## config.mk

```make
export PLATFORM = sky130hd
export DESIGN_NAME = pipe_ctrl_flat
export DESIGN_NICKNAME = d
export VERILOG_FILES = /design/src/rtl/pipe_ctrl_pkg.sv /design/src/rtl/pipe_ctrl_if.sv /design/src/rtl/pipe_ctrl_mctimer.sv /design/src/rtl/pipe_ctrl.sv /design/src/flat_wrapper.sv
export SDC_FILE = /design/constraint.sdc
export NUM_CORES = 1
export LEC_CHECK = 0
export ABC_AREA = 1
export CAP_MARGIN = 20
export CORE_ASPECT_RATIO = 1.25
export CORE_MARGIN = 2
export CORE_UTILIZATION = 47
export CTS_CLUSTER_SIZE = 25
export DETAILED_ROUTE_END_ITERATION = 8
export PLACE_DENSITY_LB_ADDON = 0.12
export SYNTH_ARGS = -nofsm -noshare
export SYNTH_HDL_FRONTEND = slang
export SYNTH_HIERARCHICAL = 1
export SYNTH_SLANG_ARGS = --single-unit
```

## constraint.sdc

```tcl
create_clock -name clk -period 2.6 [get_ports clk]
set_input_delay 0.39 -clock clk [delete_from_list [all_inputs] [get_ports clk]]
set_output_delay 0.39 -clock clk [all_outputs]
set_load 0.01 [all_outputs]
```

## src/rtl/pipe_ctrl_pkg.sv

```systemverilog
// Shared types and default parameter values for the pipeline controller.
package pipe_ctrl_pkg;

   // Controller FSM states, 2-bit encoding
   typedef enum logic [1:0] {
      ST_IDLE     = 2'd0,
      ST_MC_BUSY  = 2'd1,
      ST_FLUSH    = 2'd2,
      ST_REDIRECT = 2'd3
   } state_e;

   localparam int DEF_NSTAGE   = 5;
   localparam int DEF_MC_STAGE = 3;
   localparam int DEF_MCW      = 6;
   localparam int DEF_PCW      = 32;
   localparam int DEF_CNTW     = 32;

endpackage

```

## src/rtl/pipe_ctrl_if.sv

```systemverilog
// Bundle of pipeline request inputs and controller outputs.
// master = pipeline side driving requests, slave = pipe_ctrl.
interface pipe_ctrl_if
   import pipe_ctrl_pkg::*;
#(
   parameter int NSTAGE = DEF_NSTAGE,
   parameter int MCW    = DEF_MCW,
   parameter int PCW    = DEF_PCW,
   parameter int CNTW   = DEF_CNTW
);
   logic [NSTAGE-1:0] stallreq;
   logic              mc_start;
   logic [MCW-1:0]    mc_len;
   logic              flush_req;
   logic [PCW-1:0]    flush_pc;
   logic              redir_ready;
   logic [NSTAGE-1:0] stall;
   logic              flush;
   logic              redir_valid;
   logic [PCW-1:0]    redir_pc;
   logic              busy;
   logic [CNTW-1:0]   stall_cnt;

   modport master (
      output stallreq, mc_start, mc_len, flush_req, flush_pc, redir_ready,
      input  stall, flush, redir_valid, redir_pc, busy, stall_cnt
   );

   modport slave (
      input  stallreq, mc_start, mc_len, flush_req, flush_pc, redir_ready,
      output stall, flush, redir_valid, redir_pc, busy, stall_cnt
   );
endinterface

```

## src/rtl/pipe_ctrl_mctimer.sv

```systemverilog
// Loadable down-counter timing a multi-cycle operation.
// done flags the final counted cycle (counter == 1).
module pipe_ctrl_mctimer
   import pipe_ctrl_pkg::*;
#(
   parameter int MCW = DEF_MCW
) (
   input  logic           clk,
   input  logic           rst_n,
   input  logic           load,
   input  logic [MCW-1:0] load_val,
   input  logic           abort,
   output logic           done
);
   logic [MCW-1:0] cnt_q, cnt_d;

   // Load has priority over abort; otherwise count down to zero and stop
   always_comb begin
      cnt_d = cnt_q;
      if (load) begin
         cnt_d = load_val;
      end else if (abort) begin
         cnt_d = '0;
      end else if (cnt_q != '0) begin
         cnt_d = cnt_q - MCW'(1);
      end
   end

   // Counter register with synchronous active-low reset
   always_ff @(posedge clk) begin
      if (!rst_n) begin
         cnt_q <= '0;
      end else begin
         cnt_q <= cnt_d;
      end
   end

   assign done = (cnt_q == MCW'(1));
endmodule

```

## src/rtl/pipe_ctrl.sv

```systemverilog
// Pipeline stall/flush controller: stall priority encoding, multi-cycle
// unit hold-off, flush + redirect sequencing and a saturating stall counter.
module pipe_ctrl
   import pipe_ctrl_pkg::*;
#(
   parameter int NSTAGE   = DEF_NSTAGE,
   parameter int MC_STAGE = DEF_MC_STAGE,
   parameter int MCW      = DEF_MCW,
   parameter int PCW      = DEF_PCW,
   parameter int CNTW     = DEF_CNTW
) (
   input  logic       clk,
   input  logic       rst_n,
   pipe_ctrl_if.slave bus
);
   state_e            state_q, state_d;
   logic [PCW-1:0]    redir_pc_q, redir_pc_d;
   logic [CNTW-1:0]   stall_cnt_q, stall_cnt_d;

   logic              mc_active;
   logic              mc_load;
   logic              mc_abort;
   logic [MCW-1:0]    mc_load_val;
   logic              mc_done;

   logic [NSTAGE-1:0] eff;
   logic [NSTAGE-1:0] pe_stall;
   logic [NSTAGE-1:0] stall_o;
   logic              flush_o;
   logic              redir_valid_o;

   // The start cycle itself already holds MC_STAGE, before MC_BUSY is entered
   assign mc_active = ((state_q == ST_IDLE) && bus.mc_start && (bus.mc_len != '0))
                      || (state_q == ST_MC_BUSY);

   // Effective requests and "hold everything at or below the highest request"
   genvar gi;
   generate
      for (gi = 0; gi < NSTAGE; gi++) begin : g_stall_pe
         assign eff[gi]      = bus.stallreq[gi] | ((gi == MC_STAGE) & mc_active);
         assign pe_stall[gi] = |eff[NSTAGE-1:gi];
      end
   endgenerate

   pipe_ctrl_mctimer #(
      .MCW (MCW)
   ) u_mctimer (
      .clk      (clk),
      .rst_n    (rst_n),
      .load     (mc_load),
      .load_val (mc_load_val),
      .abort    (mc_abort),
      .done     (mc_done)
   );

   // Next-state logic: flush beats a multi-cycle start; later flushes are ignored
   always_comb begin
      state_d     = state_q;
      redir_pc_d  = redir_pc_q;
      mc_load     = 1'b0;
      mc_abort    = 1'b0;
      mc_load_val = bus.mc_len - MCW'(1);
      case (state_q)
         ST_IDLE: begin
            if (bus.flush_req) begin
               state_d    = ST_FLUSH;
               redir_pc_d = bus.flush_pc;
               mc_abort   = 1'b1;
            end else if (bus.mc_start && (bus.mc_len > MCW'(1))) begin
               state_d = ST_MC_BUSY;
               mc_load = 1'b1;
            end
         end
         ST_MC_BUSY: begin
            if (bus.flush_req) begin
               state_d    = ST_FLUSH;
               redir_pc_d = bus.flush_pc;
               mc_abort   = 1'b1;
            end else if (mc_done) begin
               state_d = ST_IDLE;
            end
         end
         ST_FLUSH: begin
            state_d = ST_REDIRECT;
         end
         ST_REDIRECT: begin
            if (bus.redir_ready) begin
               state_d = ST_IDLE;
            end
         end
         default: begin
            state_d = ST_IDLE;
         end
      endcase
   end

   // Outputs per state; held inactive while reset is asserted
   always_comb begin
      stall_o       = '0;
      flush_o       = 1'b0;
      redir_valid_o = 1'b0;
      if (rst_n) begin
         case (state_q)
            ST_IDLE, ST_MC_BUSY: begin
               stall_o = pe_stall;
            end
            ST_FLUSH: begin
               flush_o = 1'b1;
            end
            ST_REDIRECT: begin
               redir_valid_o = 1'b1;
               stall_o[0]    = 1'b1;
            end
            default: begin
               stall_o = '0;
            end
         endcase
      end
   end

   // Saturating count of cycles in which fetch is held
   always_comb begin
      stall_cnt_d = stall_cnt_q;
      if (stall_o[0] && (stall_cnt_q != '1)) begin
         stall_cnt_d = stall_cnt_q + CNTW'(1);
      end
   end

   // State, redirect target and counter registers
   always_ff @(posedge clk) begin
      if (!rst_n) begin
         state_q     <= ST_IDLE;
         redir_pc_q  <= '0;
         stall_cnt_q <= '0;
      end else begin
         state_q     <= state_d;
         redir_pc_q  <= redir_pc_d;
         stall_cnt_q <= stall_cnt_d;
      end
   end

   assign bus.stall       = stall_o;
   assign bus.flush       = flush_o;
   assign bus.redir_valid = redir_valid_o;
   assign bus.redir_pc    = redir_pc_q;
   assign bus.busy        = (state_q != ST_IDLE);
   assign bus.stall_cnt   = stall_cnt_q;
endmodule

```

## src/flat_wrapper.sv

```systemverilog
// flat-port wrapper written by rule: the top's interface ports become plain ports
module pipe_ctrl_flat import pipe_ctrl_pkg::*;
#(
   parameter int NSTAGE   = DEF_NSTAGE,
   parameter int MC_STAGE = DEF_MC_STAGE,
   parameter int MCW      = DEF_MCW,
   parameter int PCW      = DEF_PCW,
   parameter int CNTW     = DEF_CNTW
)
  (clk, rst_n, bus_stallreq, bus_mc_start, bus_mc_len, bus_flush_req, bus_flush_pc, bus_redir_ready, bus_stall, bus_flush, bus_redir_valid, bus_redir_pc, bus_busy, bus_stall_cnt);
  pipe_ctrl_if #(.NSTAGE(NSTAGE), .MCW(MCW), .PCW(PCW), .CNTW(CNTW)) bus_i ();
  input  logic clk;
  input  logic rst_n;
  input wire logic [$bits(bus_i.stallreq)-1:0] bus_stallreq;
  input wire logic [$bits(bus_i.mc_start)-1:0] bus_mc_start;
  input wire logic [$bits(bus_i.mc_len)-1:0] bus_mc_len;
  input wire logic [$bits(bus_i.flush_req)-1:0] bus_flush_req;
  input wire logic [$bits(bus_i.flush_pc)-1:0] bus_flush_pc;
  input wire logic [$bits(bus_i.redir_ready)-1:0] bus_redir_ready;
  output wire logic [$bits(bus_i.stall)-1:0] bus_stall;
  output wire logic [$bits(bus_i.flush)-1:0] bus_flush;
  output wire logic [$bits(bus_i.redir_valid)-1:0] bus_redir_valid;
  output wire logic [$bits(bus_i.redir_pc)-1:0] bus_redir_pc;
  output wire logic [$bits(bus_i.busy)-1:0] bus_busy;
  output wire logic [$bits(bus_i.stall_cnt)-1:0] bus_stall_cnt;
  assign bus_i.stallreq = bus_stallreq;
  assign bus_i.mc_start = bus_mc_start;
  assign bus_i.mc_len = bus_mc_len;
  assign bus_i.flush_req = bus_flush_req;
  assign bus_i.flush_pc = bus_flush_pc;
  assign bus_i.redir_ready = bus_redir_ready;
  assign bus_stall = bus_i.stall;
  assign bus_flush = bus_i.flush;
  assign bus_redir_valid = bus_i.redir_valid;
  assign bus_redir_pc = bus_i.redir_pc;
  assign bus_busy = bus_i.busy;
  assign bus_stall_cnt = bus_i.stall_cnt;
  pipe_ctrl #(.NSTAGE(NSTAGE), .MC_STAGE(MC_STAGE), .MCW(MCW), .PCW(PCW), .CNTW(CNTW)) u_core (.clk(clk), .rst_n(rst_n), .bus(bus_i));
endmodule
```

==> impl_results.md <==
- Clk_lat worst skew: 0.34 ns
- Syn nets: about 640
- Largest net degree at the start of global routing: 47
- TritonCTS Buffers: 9
- Synth Instances: 588
- Final setup vio count: 0
- Switching power: 0.954 mW
- First-pass GRT wire length: 17800 µm
- Number of global-route vias before repair: 4128
- FP Rows: 37
- Slowest-stage cell, CP: clkdlybuf4s50_1
- Clock sinks: 72
- Post-route ant nets: 0
- Layout cells sized above 1: 0.0866
- Detailed Route Iter0 Violations: between 150 and 200
- Worst Path Max Fanout: 5
- FF-to-FF End: u_core/bus.stall_cnt[15]
- Crit path from: u_core/state_q[1]
- Seq cells post-synth: between 70 and 80
- Mapped Area: 0.00390 mm²
- # nets final: 764
- Post-DR wirelength/cell: 13.0 µm
- N_diodes: 0
- Startpoint Class: register
- GR Overflow Total: 0
- Chip width: 85.5 µm
- IO buf count: approximately 120
- Unrepaired setup endpoints after global routing: no
- Data arrival time of the critical path: 1.90 ns
- Lkg Pwr: between 2 and 2.5 nW
- Fin crit share: 0.881
- Sequential area share after synthesis: 0.369
- Filler cells: 732
- Total track usage: 0.238
- Area growth from synthesis to layout: 38.1%
- Max-slew headroom: 0.565
- Crit path cell chain: inv_2, nor2_1, inv_1, nor2_1, clkdlybuf4s50_1
- RePlAce Congestion: 0.921
- Cts hold-fix bufs: 0
- Logic pwr share: 0.262
- Critical path endpoint category: output port
- Die Y-Extent: 106 µm
- Setup slack, reg-to-reg: ~0.62 ns
- DP HPWL: roughly 7900 µm
- Fmax: 437 MHz
- Clock buffer depth: 2
- Core ar.: 0.00815 mm²
- Max-cap violations: 0
- Max Slew Vio Count: 0
- Yosys warning count: 6
- Worst slack, placed: -0.00201 ns
- Worst Path Buf+Inv: 3
- CTS tree: done
- DRC: 0
- Setup TNS Final: 0 ns
- Die area: 0.00906 mm²
- R2R cell count: 9
- Clock skew: 0.0102 ns
- Detailed Route WL: approximately 11000 µm
- Worst Hold Class: reg2reg
- Min Tclk post-route: 2.29 ns
- Endpoints failing hold: 0
- Worst hold slack: approximately 0.52 ns
- Switching Fraction: 0.335
- Max stage delay on crit path: 0.55 ns
- Avg Cell Area, Syn: 6.64 µm²
- Most frequent CP cell: nor2_1
- Hold endpoint: u_core/bus.stall_cnt[30]
- Vias per cell: 5.03
- Clock power share: 0.297
- Worst-path clk slew: ~0.09 ns
- Hold depth: 2
- Power Density: approximately 530 mW/mm²
- Worst-margin pin slew: 0.651 ns
- Distinct cells, synth: 39
- Final Worst Setup Slack: 0.311 ns
- Reg power frac: 0.441
- R2r startpoint: u_core/bus.stall_cnt[0]
- I/O pin count: 120
- Htree depth: 3
- Antenna violations before repair: 0
- CTS Root Cell: clkbuf_8
- First-pass DRT Iterations: 4
- Int Pwr: 1.90 mW
- CP Data Required Time: 2.21 ns
- Hold_sp: u_core/bus.stall_cnt[30]
- Max VDD drop: 0.353 mV
- Initial Util: 0.479
- Status: finished, final reports clean
- Via count: 4092
- Worst path top cell family by delay: buffers and inverters
- Crit path kind: reg2out
## logic make-up after synthesis
| group | share of synthesized area |
|---|---|
| xor gates and xnor gates | 0.0381 |
| DFF | 0.369 |
| and+or+nand+nor | 0.408 |
| AOI/OAI and AO/OA | 0.105 |
| adders and majority gates | 0.0160 |
| buffers and inverters | 0.0641 |
## Yosys cell counts, drive strengths merged
master	n	area share
xnor2	6	0.013
a32o	1	0.0026
xor2	11	0.025
clkinv	1	0.00096
nand3	19	0.032
nand4	11	0.021
inv	39	0.037
nor3b	1	0.0019
dfxtp	72	0.37
nor3	9	0.013
nor2	161	0.17
o211ai	1	0.0019
nand3b	5	0.0096
buf	6	0.015
nand2	158	0.16
a22oi	1	0.0019
ha	5	0.016
a21oi	29	0.046
a21o	2	0.0038
a31oi	1	0.0016
clkbuf	11	0.011
o21ai	37	0.047
and3	1	0.0016
## cells in the final DEF (no fill, tap or decap), types with 2 or more instances in the layout
| cell type | instances |
|---|---|
| inv_1 | 33 |
| nor2_2 | 5 |
| nor2_1 | 149 |
| clkinvlp_4 | 2 |
| buf_4 | 10 |
| nand3_4 | 2 |
| nand3b_1 | 5 |
| o21ai_1 | 4 |
| dfxtp_1 | 72 |
| clkbuf_8 | 9 |
| a21oi_1 | 20 |
| dlymetal6s2s_1 | 4 |
| nand4_1 | 10 |
| o21ai_0 | 33 |
| ha_1 | 5 |
| xor2_1 | 11 |
| inv_2 | 6 |
| nand2_2 | 3 |
| xnor2_1 | 6 |
| a21o_1 | 2 |
| nand2_1 | 154 |
| clkdlybuf4s50_1 | 115 |
| inv_6 | 3 |
| nor3_1 | 8 |
| nor2_4 | 6 |
| a21oi_2 | 9 |
| nand3_1 | 16 |
## through the flow
stage | utilization | cell area (µm²) | power [mW] | instances
after global routing | 0.662 | 5390 | 3.01 | 813
after global placement | 0.638 | 5190 | 2.00 | 797
after floorplan | - | 3910 | 1.73 | 588
final | 0.662 | 5390 | 2.85 | 813
after detailed placement | 0.638 | 5190 | 2.02 | 797
after CTS | 0.661 | 5380 | 2.89 | 813
## power by group through the flow
| stage | sequential (mW) | combinational (mW) | clock [mW] |
|---|---|---|---|
| 4_1_cts | 1.26 | 0.753 | 0.877 |
| 3_5_place_dp | 1.28 | 0.745 | 0 |
| 6_report | 1.26 | 0.748 | 0.848 |
| 2_1_floorplan | 1.29 | 0.436 | 0 |
| 3_3_place_gp | 1.28 | 0.726 | 0 |
| 5_1_grt | 1.27 | 0.826 | 0.911 |
## what timing repair did
action,in CTS,in global routing
setup buffers,0,0
endpoints found under the setup margin,1,4
resized for setup,1,4
## routing by layer
layer | up-vias | GRT usage | share of wire
met1 | 1844 | 0.262 | 0.40
met5 | - | 0 | 0
li1 | 2118 | - | -
met4 | 0 | 0.108 | 0.030
met2 | 108 | 0.432 | 0.52
met3 | 22 | 0.0489 | 0.046
## how the worst max path moves through the flow
| stage | endpoint | slack [ns] | cells past startpoint |
|---|---|---|---|
| 2_1_floorplan | u_core/u_mctimer/cnt_q[5] | 0.66 | 11 |
| 4_1_cts | bus_stall[1] | 0.03 | 11 |
| 3_5_place_dp | bus_stall[1] | -0.002 | 11 |
| 6_report | bus_flush | 0.31 | 5 |
| 5_1_grt | bus_flush | 0.22 | 5 |
| 3_3_place_gp | bus_stall[1] | 0.06 | 11 |
## worst reg2reg max path, delay by kind of cell, from the launching register on
family / cells / cell delay (ns)
flip-flops: 1 / 0.41
AO/OA/AOI/OAI: 1 / 0.14
AND/OR/NAND/NOR: 7 / 1.15
adder cells (fa/ha/maj): 1 / 0.22
## cell type report
cell class                 count  area [µm²]  share of cell area
clock buffer                   9         124              0.0230
clock inverter                 7        61.3              0.0114
inverter                      40         150              0.0278
multi-input combinational    459        2220               0.411
sequential                    72        1440               0.267
tap                           97         121              0.0225
timing repair buffer         129        1280               0.237
## sequential cells by signal, summed over array words and instances, names as in the netlist
register	flops
u_core/bus.redir_pc	32
u_core/bus.stall_cnt	32
u_core/state_q	2
u_core/u_mctimer/cnt_q	6
(Power assumes the default switching activity.)
